**src/rtl/fp_add_norm.sv**
```systemverilog
`default_nettype none
// fp_add_norm: FP16 adder back end -- add/sub, normalise, round-to-nearest-even, pack.
// Three register stages with a single global valid/ready enable. Rev 1.0
module fp_add_norm #(
  parameter int EXPWIDTH  = 5,
  parameter int MANTWIDTH = 11,
  parameter int BIAS      = 15
) (
  input  logic                          clk,
  input  logic                          rst,
  input  logic                          i_valid,
  output logic                          i_ready,
  input  logic                          sign_a,
  input  logic                          sign_b,
  input  logic [EXPWIDTH-1:0]           exp_big,
  input  logic [MANTWIDTH-1:0]          mant_big,
  input  logic [MANTWIDTH+1:0]          mant_small,
  output logic                          o_valid,
  input  logic                          o_ready,
  output logic [EXPWIDTH+MANTWIDTH-1:0] o_data
);
  localparam int W   = MANTWIDTH + 2;
  localparam int FW  = MANTWIDTH - 1;
  localparam int LZW = $clog2(W + 1);
  localparam logic [EXPWIDTH-1:0] EXP_MAX = EXPWIDTH'(2 * BIAS + 1);

  logic adv;
  assign adv     = o_ready | ~o_valid;
  assign i_ready = adv;

  logic [W:0] raw_sum, abs_sum;
  logic       eff_sub, sum_sign, in_inf;

  always_comb begin
    eff_sub = sign_a ^ sign_b;
    in_inf  = (exp_big == EXP_MAX);
    if (eff_sub) raw_sum = {1'b0, mant_big, 2'b00} - {1'b0, mant_small};
    else         raw_sum = {1'b0, mant_big, 2'b00} + {1'b0, mant_small};
    abs_sum  = raw_sum;
    sum_sign = sign_a;
    if (eff_sub && raw_sum[W]) begin
      abs_sum  = -raw_sum;
      sum_sign = ~sign_a;
    end
    // Infinity always carries the larger operand's sign.
    if (in_inf) sum_sign = sign_a;
  end

  logic                s1_valid, s1_sign, s1_zero, s1_inf;
  logic [EXPWIDTH-1:0] s1_exp;
  logic [W:0]          s1_sum;

  always_ff @(posedge clk or posedge rst) begin
    if (rst) begin
      s1_valid <= 1'b0;
      s1_sign  <= 1'b0;
      s1_zero  <= 1'b0;
      s1_inf   <= 1'b0;
      s1_exp   <= '0;
      s1_sum   <= '0;
    end else if (adv) begin
      s1_valid <= i_valid;
      s1_sign  <= sum_sign;
      s1_zero  <= (exp_big == '0);
      s1_inf   <= in_inf;
      s1_exp   <= exp_big;
      s1_sum   <= abs_sum;
    end
  end

  logic [LZW-1:0]      lz;
  logic                n_sign, n_zero, n_inf;
  logic [EXPWIDTH-1:0] n_exp;
  logic [W-1:0]        n_norm;

  always_comb begin
    lz = LZW'(W);
    for (int i = 0; i < W; i++) begin
      if (s1_sum[i]) lz = LZW'(W - 1 - i);
    end
  end

  always_comb begin
    n_sign = s1_sign;
    n_zero = s1_zero;
    n_inf  = s1_inf;
    n_exp  = s1_exp;
    n_norm = s1_sum[W-1:0];
    if (s1_sum == '0) begin
      // Exact cancellation yields +0.
      n_zero = 1'b1;
      if (!s1_inf) n_sign = 1'b0;
    end else if (s1_sum[W]) begin
      n_norm = {s1_sum[W:2], s1_sum[1] | s1_sum[0]};
      n_exp  = s1_exp + EXPWIDTH'(1);
    end else if (32'(lz) >= 32'(s1_exp)) begin
      n_zero = 1'b1;
    end else begin
      n_norm = s1_sum[W-1:0] << lz;
      n_exp  = s1_exp - EXPWIDTH'(lz);
    end
  end

  logic                s2_valid, s2_sign, s2_zero, s2_inf;
  logic [EXPWIDTH-1:0] s2_exp;
  logic [W-1:0]        s2_norm;

  always_ff @(posedge clk or posedge rst) begin
    if (rst) begin
      s2_valid <= 1'b0;
      s2_sign  <= 1'b0;
      s2_zero  <= 1'b0;
      s2_inf   <= 1'b0;
      s2_exp   <= '0;
      s2_norm  <= '0;
    end else if (adv) begin
      s2_valid <= s1_valid;
      s2_sign  <= n_sign;
      s2_zero  <= n_zero;
      s2_inf   <= n_inf;
      s2_exp   <= n_exp;
      s2_norm  <= n_norm;
    end
  end

  logic                          round_up, rnd_ovf;
  logic [FW-1:0]                 frac_r;
  logic [EXPWIDTH:0]             exp_r;
  logic [EXPWIDTH+MANTWIDTH-1:0] packed_res;

  always_comb begin
    round_up = s2_norm[1] & (s2_norm[0] | s2_norm[2]);
    rnd_ovf  = round_up & (&s2_norm[W-1:2]);
    frac_r   = s2_norm[W-2:2] + FW'(round_up);
    exp_r    = {1'b0, s2_exp} + (EXPWIDTH+1)'(rnd_ovf);
    if (s2_inf)                        packed_res = {s2_sign, EXP_MAX, {FW{1'b0}}};
    else if (s2_zero)                  packed_res = {s2_sign, {(EXPWIDTH+FW){1'b0}}};
    else if (exp_r >= {1'b0, EXP_MAX}) packed_res = {s2_sign, EXP_MAX, {FW{1'b0}}};
    else                               packed_res = {s2_sign, exp_r[EXPWIDTH-1:0], frac_r};
  end

  always_ff @(posedge clk or posedge rst) begin
    if (rst) begin
      o_valid <= 1'b0;
      o_data  <= '0;
    end else if (adv) begin
      o_valid <= s2_valid;
      o_data  <= packed_res;
    end
  end
endmodule
`default_nettype wire
```
**config.mk**
```make
export PLATFORM = sky130hd
export DESIGN_NAME = fp_add_norm
export DESIGN_NICKNAME = d
export VERILOG_FILES = /design/src/rtl/fp_add_norm.sv
export SDC_FILE = /design/constraint.sdc
export NUM_CORES = 1
export LEC_CHECK = 0
export BUFFER_PORTS_ARGS = -buffer_cell sky130_fd_sc_hd__buf_2
export CELL_PAD_IN_SITES_DETAIL_PLACEMENT = 0
export CELL_PAD_IN_SITES_GLOBAL_PLACEMENT = 1
export CORE_AREA = 2 2 113 115
export DETAILED_ROUTE_END_ITERATION = 6
export DIE_AREA = 0 0 115 117
export GPL_TIMING_DRIVEN = 1
export PLACE_DENSITY = 0.83
export SETUP_SLACK_MARGIN = 0.05
export SYNTH_ARGS = -nofsm -noshare
export SYNTH_HDL_FRONTEND = slang
export SYNTH_SLANG_ARGS = --single-unit
```
**constraint.sdc**
```tcl
create_clock -name clk -period 3.4 [get_ports clk]
set_input_delay 0.51 -clock clk [delete_from_list [all_inputs] [get_ports clk]]
set_output_delay 0.51 -clock clk [all_outputs]
set_load 0.02 [all_outputs]
```
### Word level (Yosys, flattened, before mapping)

Index checks and enable logic that the tools add are counted.

| storage, ports and cells | value |
|---|---|
| latch bits | 0 |
| output and inout port bits | 18 |
| RAM bits | 0 |
| bits of input ports | 35 |
| memories | 0 |
| ROM bits | 0 |
| word-level logic and storage cells | 68 |
| bits in registers | 62 |

| cells by class | value |
|---|---|
| shift operators | 1 |
| $add $sub $neg | 7 |
| div/mod/pow operators | 0 |
| mux-type cells | 31 |
| eq/ne operators | 1 |
| multipliers | 0 |
| $lt $le $gt $ge | 2 |
| reductions and logical operators | 4 |
| bitwise operators | 8 |

Operators with widths:

| kind | count |
|---|---|
| two-way mux 4 bit | 12 |
| two-way mux 15 bit | 3 |
| two-way mux 13 bit | 3 |
| two-way mux 14 bit | 2 |
| two-way mux 5 bit | 3 |
| adder 13 x 13 -> 14 bit | 1 |
| zero test 14 bit | 1 |
| negator 14 bit | 1 |
| subtractor 13 x 13 -> 14 bit | 1 |
| << shifter 13 x 4 -> 13 bit | 1 |
| AND reduction 11 bit | 1 |
| adder 10 x 1 -> 10 bit | 1 |
| two-way mux 1 bit | 8 |
| adder 5 x 1 -> 6 bit | 1 |
| >= comparator 6 x 5 -> 1 bit, second input constant | 1 |
| adder 5 x 1 -> 5 bit, second input constant | 1 |
| == test 5 bit, second input constant | 1 |
| >= comparator 4 x 5 -> 1 bit | 1 |
| zero test 5 bit | 1 |
| subtractor 5 x 4 -> 5 bit | 1 |
| bitwise OR 1 bit | 3 |
| bitwise AND 1 bit | 2 |
| NOT 1 bit | 2 |
| logical AND 1 bit | 1 |
| XOR 1 bit | 1 |

### Logic depth before layout (Yosys ltp)

Gate-level depths: netlist of the first run.

| logic depth | value |
|---|---|
| depth after elaboration | 17 |
| gate-level depth with buffers | 16 |
| depth with buffers taken out | 14 |

### Worst setup path after synthesis of the first run

No wires, ideal clock.

| timing path | value |
|---|---|
| path type | register to register |
| from | register s1_sum[5] |
| to | register s2_norm[10] |
| required time | 3.279 ns |
| buffers on the path | 2 |
| data arrival time | 3.065 ns |
| path slack | 0.213 ns |
| library setup time | 0.121 ns |
| period minus slack after synthesis | 3.187 ns |
| cell stages (with the launch flop) | 13 |
| cell sequence | dfrtp_1 -> buf_2 -> or4_1 -> a31oi_1 -> buf_2 -> inv_1 -> ha_1 -> nand4_1 -> nand2_1 -> o21ai_1 -> nor2_1 -> a221o_1 -> o22a_1 |

| between the ends | value |
|---|---|
| longest elaborated chain between the ends | 12 |
| elaborated cells on any way between the ends | 14 |
| classes of those cells | 1 x order compare; 1 x shift; 11 x mux; 1 x reduce/logical |

RTL lines:

| element | RTL line | RTL |
|---|---|---|
| start: declaration | 51 | `logic [W:0] s1_sum;` |
| start signal: assignment | 67 | `s1_sum <= abs_sum;` |
| two-way mux 4 bit (8 in series) | 79 | `if (s1_sum[i]) lz = LZW'(W - 1 - i);` |
| >= comparator 4 x 5 -> 1 bit / << shifter 13 x 4 -> 13 bit (equally long branches) | 96, 99 |  |
| two-way mux 13 bit | 96 | `end else if (32'(lz) >= 32'(s1_exp)) begin` |
| two-way mux 13 bit | 93 | `end else if (s1_sum[W]) begin` |
| two-way mux 13 bit (*) | 89 | `if (s1_sum == '0) begin` |
| end signal: assignment | 122 | `s2_norm <= n_norm;` |
| end: declaration | 106 | `logic [W-1:0] s2_norm;` |

Mark *: on every way between the ends. The rest lies on a longest branch, timed or not.
A chain may end at the register's enable or synchronous reset.

### Worst setup path in the final report of the first run

| timing path | value |
|---|---|
| from | register s1_sum[5] |
| to | register s2_norm[5] |

Same word-level chain as after synthesis.

==> results of run 1 <==
-- logic make-up (layout without fill, tap and decap cells) --
family / after synthesis / after routing / synth area share
adders and majority gates: 34 / 34 / 0.08126
xor gates and xnor gates: 30 / 30 / 0.04848
buffers and inverters: 84 / 134 / 0.06694
DFF: 62 / 62 / 0.2862
muxes: 23 / 23 / 0.04294
and+or+nand+nor: 258 / 258 / 0.2281
AOI/OAI and AO/OA: 197 / 197 / 0.2461
-- Yosys cell counts (5+ instances only) --
| library cell | count | share of area |
|---|---|---|
| a211oi_1 | 11 | 0.015 |
| a21oi_1 | 48 | 0.044 |
| a31oi_1 | 7 | 0.0081 |
| and3_1 | 8 | 0.0092 |
| buf_1 | 5 | 0.0035 |
| buf_2 | 11 | 0.010 |
| clkbuf_1 | 22 | 0.015 |
| dfrtp_1 | 62 | 0.29 |
| ha_1 | 32 | 0.074 |
| inv_1 | 40 | 0.028 |
| mux2i_1 | 21 | 0.039 |
| nand2_1 | 97 | 0.067 |
| nand2b_1 | 8 | 0.0092 |
| nand3_1 | 18 | 0.017 |
| nand4_1 | 6 | 0.0069 |
| nor2_1 | 63 | 0.044 |
| nor2b_1 | 7 | 0.0081 |
| nor3_1 | 17 | 0.016 |
| o211ai_1 | 8 | 0.011 |
| o21a_1 | 9 | 0.012 |
| o21ai_0 | 41 | 0.038 |
| o21ai_1 | 6 | 0.0055 |
| o221a_2 | 5 | 0.010 |
| o22ai_1 | 7 | 0.0081 |
| o31ai_1 | 9 | 0.012 |
| xnor2_1 | 14 | 0.023 |
| xor2_1 | 16 | 0.026 |
-- through the flow --
stage | cells | cell area [um^2] | worst slack [ns] | utilization | total power [mW]
6_report | 888 | 6170 | 0.3425 | 0.5011 | 4.593
5_1_grt | 888 | 6170 | 0.05740 | 0.5011 | 4.989
4_1_cts | 888 | 6155 | 0.2281 | 0.4999 | 4.607
3_5_place_dp | 875 | 5877 | 0.05721 | 0.4773 | 3.705
3_3_place_gp | 875 | 5877 | 0.1455 | 0.4773 | 3.655
2_1_floorplan | 688 | 5420 | 0.2134 | - | 3.060
-- sequential cells by signal, summed over array words and instances, names as in the netlist --
signal,count
s2_inf,1
s2_sign,1
s1_exp,5
s2_valid,1
o_data,16
s2_zero,1
s1_valid,1
s1_sum,14
n_inf,1
o_valid,1
s1_sign,1
s2_norm,13
s1_zero,1
s2_exp,5
-- layout make-up --
cell class	instances	area [um^2]	share of cell area
Clock inverter	2	35.03	0.005678
Inverter	41	153.9	0.02494
Sequential cell	62	1553	0.2517
Clock buffer	11	242.7	0.03934
Multi-Input combinational cell	542	3527	0.5717
Tap cell	150	187.7	0.03042
Timing Repair Buffer	80	470.5	0.07625
-- worst max-delay path, cell delays in order, from the launching register on --
cell	delay, ns
dfrtp_1	0.49
or4_1	0.58
a31oi_2	0.24
inv_1	0.06
ha_1	0.17
inv_1	0.08
a21o_1	0.12
a21oi_1	0.12
o21a_1	0.25
nor2_1	0.24
nand2_1	0.16
o221a_2	0.31
a21oi_1	0.14
-- where the power goes --
part	internal, mW	switching [mW]	leakage [nW]
registers	1.05	0.306	0.744
clock network	0.572	0.300	0.137
logic	1.01	1.36	1.88
total	2.63	1.96	2.76
-- layer usage --
metal | global-route usage | part of all wire
met5 | 0 | 0
met4 | 0.09237 | 0.028
met3 | 0.02008 | 0.022
met2 | 0.3851 | 0.52
met1 | 0.2361 | 0.43
-- final timing paths --
check | from | endpoint | slack (ns) | depth (start not counted)
max | s1_sum[5] | s2_norm[5] | 0.34 | 12
min | rst | o_data[14] | 0.30 | 2
max reg2reg | s1_sum[5] | s2_norm[5] | 0.34 | 12
min reg2reg | o_data[11] | o_data[11] | 0.46 | 2
max in group asynchronous | rst | s1_sum[7] | 2.27 | 3
min in group clk | i_valid | s1_valid | 0.39 | 3
-- timing repair --
action                                 CTS  global route
setup endpoints to repair                0             7
buffers inserted                         0             0
endpoints found under the hold margin    0             0
gates resized for setup                  0             5
hold buffers                             0             0
==> summary.txt, run 1 <==
Clock network
  – Clk buf depth: 2
  – Clk Latency, worst-skew pair: 0.33 ns
  – Clock buffer count from CTS: 9
  – Clock transition at path regs: 0.05 ns
  – CTS tree: yes
  – CTS sink cnt: 62
  – CTS H-tree depth: 3
  – Root Buffer: clkbuf_16

Floorplan
  – Io pins: 53
  – Initial Utilization: 0.4402
  – Die Wd: 115 um
  – Die ar.: 13460 um^2
  – Die height: 117 um
  – Core Box Area: 12310 um^2
  – # rows: 41

Synthesis
  – Synth Net Count: 757
  – Synth Register Bits: 62
  – Register area share after synthesis: 0.2862
  – Synth warn: 0
  – Post-Synthesis Cells: 688
  – Mapped Avg Cell Area: 7.878 um^2
  – Post-synthesis cell area: 5420 um^2
  – Most used DFF post-synth: dfrtp_1
  – Post-synth EDFFs: 0
  – Asr flop ratio synth: 1.000
  – Netlist cell types: 77

Run status
  – Failing checks: design-rule violations
  – Status: finished, violations left

Global route
  – Largest net degree at the start of global routing: 63
  – Vias in the first global route: 4937
  – GRT Total Usage: 0.2051
  – Global-route wire length before repair: 22.54 mm
  – Initial antenna violation count: 0
  – GRT overflow: 0

Critical path
  – WS Path Type: flop to flop
  – Critical Path Start Type: flop
  – Critical path required time: 3.65 ns
  – Worst EP arrival: 3.30 ns
  – Max Fanout on Critical Path: 9
  – Endpoint type of the worst setup path: flop

Timing
  – Max Clock Freq: 0.3271 GHz
  – Max Transition Viols Final: 0
  – Unrepaired setup endpoints after global routing: no
  – Tightest Pin Transition: 0.7158 ns
  – Final Hold Viols: 0
  – Worst hold slack: 0.3010 ns
  – Post-route setup TNS: 0 ns
  – Minimum clock period: 3.058 ns
  – Clk_skew: 0.008720 ns
  – Slew margin rel.: 0.5221
  – Final period util: 0.8993
  – Finish-stage setup viols: 0

Routing
  – Initial DRT Pass Iterations: 7
  – WL final: 13.15 mm
  – Wire length per cell: 14.81 um
  – Number of DRC markers in iteration 0: 304
  – DR DRC count: 9
  – Via count: 5112
  – Via-per-instance ratio: 5.757
  – Routed Antenna Nets: 0

Final layout
  – Most frequent cells in the layout: nand2_1 (97), nor2_1 (62), dfrtp_1 (61), buf_2 (52), a21oi_1 (48)
  – Layout cells sized above 1: 0.1626
  – Final nets: 805
  – Fill count: 1215
  – Area growth syn-to-layout: 13.83%
  – Commonest non-fill, non-tap cell in the layout: nand2_1
  – Ant. Diodes: 0

Power and ir drop
  – Pwr dens: 744.5 nW/um^2
  – Lkg Pwr: 2.765 nW
  – Max VDD drop: 0.0002801 V

Placement
  – Last weighted congestion value of the routability-driven placer: 0.8651
  – I/O Buffers: 52
  – HPWL after detailed placement: 10.19 mm

Run
  – Max-Cap Viols: 0

Min path
  – Worst Hold Class: input pin to async pin
No activity file was read; power rests on OpenSTA's default activity.
==> inputs of run 2 (changes only) <==
CORE_AREA = 2 2 118 120   (was 2 2 113 115)
DIE_AREA = 0 0 120 122   (was 0 0 115 117)
PLACE_DENSITY = 0.8   (was 0.83)
clock period = 2.8 ns   (was 3.4 ns; I/O delays follow)
==> summary.txt, run 2 (synthesis gave the netlist of run 1 again) <==
Placement
  – Area after DPL: 6591 um^2 (was 5877 um^2)
  – I/O Buffers: 52 (unchanged)
  – Last weighted congestion value of the routability-driven placer: 0.9188 (was 0.8651)
  – HPWL after detailed placement: 11.60 mm (was 10.19 mm)
  – Placed cells: 976 (was 875)

Critical path
  – Critical Path Start Type: flop (unchanged)
  – Max Fanout on Critical Path: 7 (was 9)
  – Endpoint type of the worst setup path: flop (unchanged)
  – Critical path origin: s1_sum[7] (was s1_sum[5])
  – Worst EP arrival: 3.05 ns (was 3.30 ns)
  – Critical path, cell by cell: buf_6 -> nor4_4 -> nand2_1 -> ha_4 -> nand4_1 -> nand2_1 -> buf_6 -> o21ai_4 -> nand2_2 -> a2bb2oi_2 -> o211ai_1 -> o21a_1 (was or4_1 -> a31oi_2 -> inv_1 -> ha_1 -> inv_1 -> a21o_1 -> a21oi_1 -> o21a_1 -> nor2_1 -> nand2_1 -> o221a_2 -> a21oi_1)
  – Critical path required time: 3.07 ns (was 3.65 ns)
  – Slowest-stage cell, CP: dfrtp_1 (was or4_1)
  – WS Path Type: flop to flop (unchanged)
  – Crit-path max cell delay: 0.41 ns (was 0.58 ns)
  – Beginning of the worst register-to-register path: s1_sum[7] (was s1_sum[5])

Floorplan
  – Die height: 122 um (was 117 um)
  – Initial Utilization: 0.4014 (was 0.4402)
  – Die ar.: 14640 um^2 (was 13460 um^2)
  – Io pins: 53 (unchanged)
  – Die Wd: 120 um (was 115 um)
  – # rows: 43 (was 41)
  – Core Box Area: 13500 um^2 (was 12310 um^2)

Global route
  – Largest net degree at the start of global routing: 41 (was 63)
  – GRT Total Usage: 0.2068 (was 0.2051)
  – Vias in the first global route: 5459 (was 4937)
  – Global-route wire length before repair: 24.83 mm (was 22.54 mm)
  – GRT overflow: 0 (unchanged)
  – Initial antenna violation count: 0 (unchanged)

Timing
  – Tightest Pin Transition: 0.5144 ns (was 0.7158 ns)
  – Clk_skew: 0.005276 ns (was 0.008720 ns)
  – Slew margin rel.: 0.6559 (was 0.5221)
  – Max Transition Viols Final: 0 (unchanged)
  – Minimum clock period: 2.772 ns (was 3.058 ns)
  – Final period util: 0.9901 (was 0.8993)
  – Max Clock Freq: 0.3607 GHz (was 0.3271 GHz)
  – Final Hold Viols: 0 (unchanged)
  – Unrepaired setup endpoints after global routing: yes (was no)
  – Finish-stage setup viols: 0 (unchanged)

Clock network
  – Clock transition at path regs: 0.05 ns (about the same)
  – Clk Latency, worst-skew pair: 0.33 ns (about the same)
  – CTS tree: yes (unchanged)
  – CTS sink cnt: 62 (unchanged)
  – # hold bufs at CTS: 0 (unchanged)
  – CTS H-tree depth: 3 (unchanged)
  – Clk buf depth: 2 (unchanged)
  – Clock buffer count from CTS: 9 (unchanged)
  – Root Buffer: clkbuf_16 (unchanged)

Final layout
  – Commonest non-fill, non-tap cell in the layout: buf_4 (was nand2_1)
  – Utilization after layout: 0.5249 (was 0.5011)
  – Layout cells sized above 1: 0.2875 (was 0.1626)
  – Area growth syn-to-layout: 30.77% (was 13.83%)
  – Fin area: 7088 um^2 (was 6170 um^2)
  – Most flop-heavy register: o_data (unchanged)
  – Largest register FFs: 16 (unchanged)
  – Ant. Diodes: 0 (unchanged)
  – Most frequent cells in the layout: buf_4 (101), nand2_1 (95), nor2_1 (61), dfrtp_1 (60), buf_2 (52) (was nand2_1 (97), nor2_1 (62), dfrtp_1 (61), buf_2 (52), a21oi_1 (48))
  – Non-Filler Instances: 1001 (was 888)
  – Biggest regs: o_data x16, s1_sum x14, s2_norm x13 (unchanged)
  – Final nets: 885 (was 805)

Routing
  – Wire length per cell: 14.73 um (was 14.81 um)
  – Via-per-instance ratio: 5.420 (was 5.757)
  – Via count: 5425 (was 5112)
  – Initial DRT Pass Iterations: 4 (was 7)
  – DR DRC count: 0 (was 9)
  – Number of DRC markers in iteration 0: 218 (was 304)
  – WL final: 14.74 mm (was 13.15 mm)
  – Routed Antenna Nets: 0 (unchanged)

Min path
  – Worst Hold Class: input pin to async pin (unchanged)

Run status
  – Status: complete, no violations (was finished, violations left)

Run
  – Max-Cap Viols: 0 (unchanged)

Power and ir drop
  – Lkg Pwr: 3.197 nW (was 2.765 nW)
  – Pwr dens: 883.8 nW/um^2 (was 744.5 nW/um^2)
  – Max VDD drop: 0.0003525 V (was 0.0002801 V)
==> run 2: critical path, delay by kind of cell, from the launching register on <==
kind | cells | cell delay [ns]
AND/OR/NAND/NOR | 5 | 0.96
AO/OA/AOI/OAI | 4 | 0.79
flip-flops | 1 | 0.41
buffers and inverters | 2 | 0.28
adder cells (fa/ha/maj) | 1 | 0.28
==> run 2: final timing paths <==
kind                                   end  slack (ns)  cells after the start
worst max-delay path             s2_exp[0]        0.03                     12
worst min-delay path            o_data[11]        0.12                      3
worst max register to register   s2_exp[0]        0.03                     12
worst min register to register  o_data[11]        0.46                      2
max in group asynchronous        s1_sum[8]        2.22                      3
min in group clk                  s1_valid        0.29                      3
==> run 2: layer usage <==
metal	global-route usage	vias to the layer above	part of all wire
li1	-	2735	-
met1	0.2306	2568	0.41
met4	0.08235	0	0.019
met5	0	-	0
met3	0.01685	26	0.026
met2	0.4031	96	0.54
==> run 2: cell type report <==
cell class / instances / area, um^2
clock inverter: 3 / 17.52
multi-input combinational: 542 / 3744
fill: 1314 / 6416
sequential: 62 / 1554
tap: 180 / 225.2
timing repair buffer: 160 / 1124
inverter: 41 / 153.9
clock buffer: 13 / 270.3
==> run 2: through the flow <==
step	power, mW	setup WS [ns]	hold slack [ns]	setup TNS [ns]
floorplan	3.861	-0.09683	0.4300	-0.3886
global placement	4.875	-0.1875	0.4446	-0.4107
detailed placement	4.962	-0.2267	0.4516	-0.7908
CTS	6.055	0.05125	0.1292	0
global route	6.744	-0.1334	0.1505	-0.8223
finish	6.264	0.02769	0.1223	0
==> run 2: report_power, final <==
part	switching, mW	internal [mW]
Clock	0.390	0.668
Sequential	0.355	1.27
Combinational	1.92	1.66
Total	2.66	3.60
==> run 2: what timing repair did <==
item | CTS | global route
gates resized for setup | 4 | 30
setup endpoints to repair | 22 | 30
setup buffers | 1 | 8
pin swaps | 2 | 16
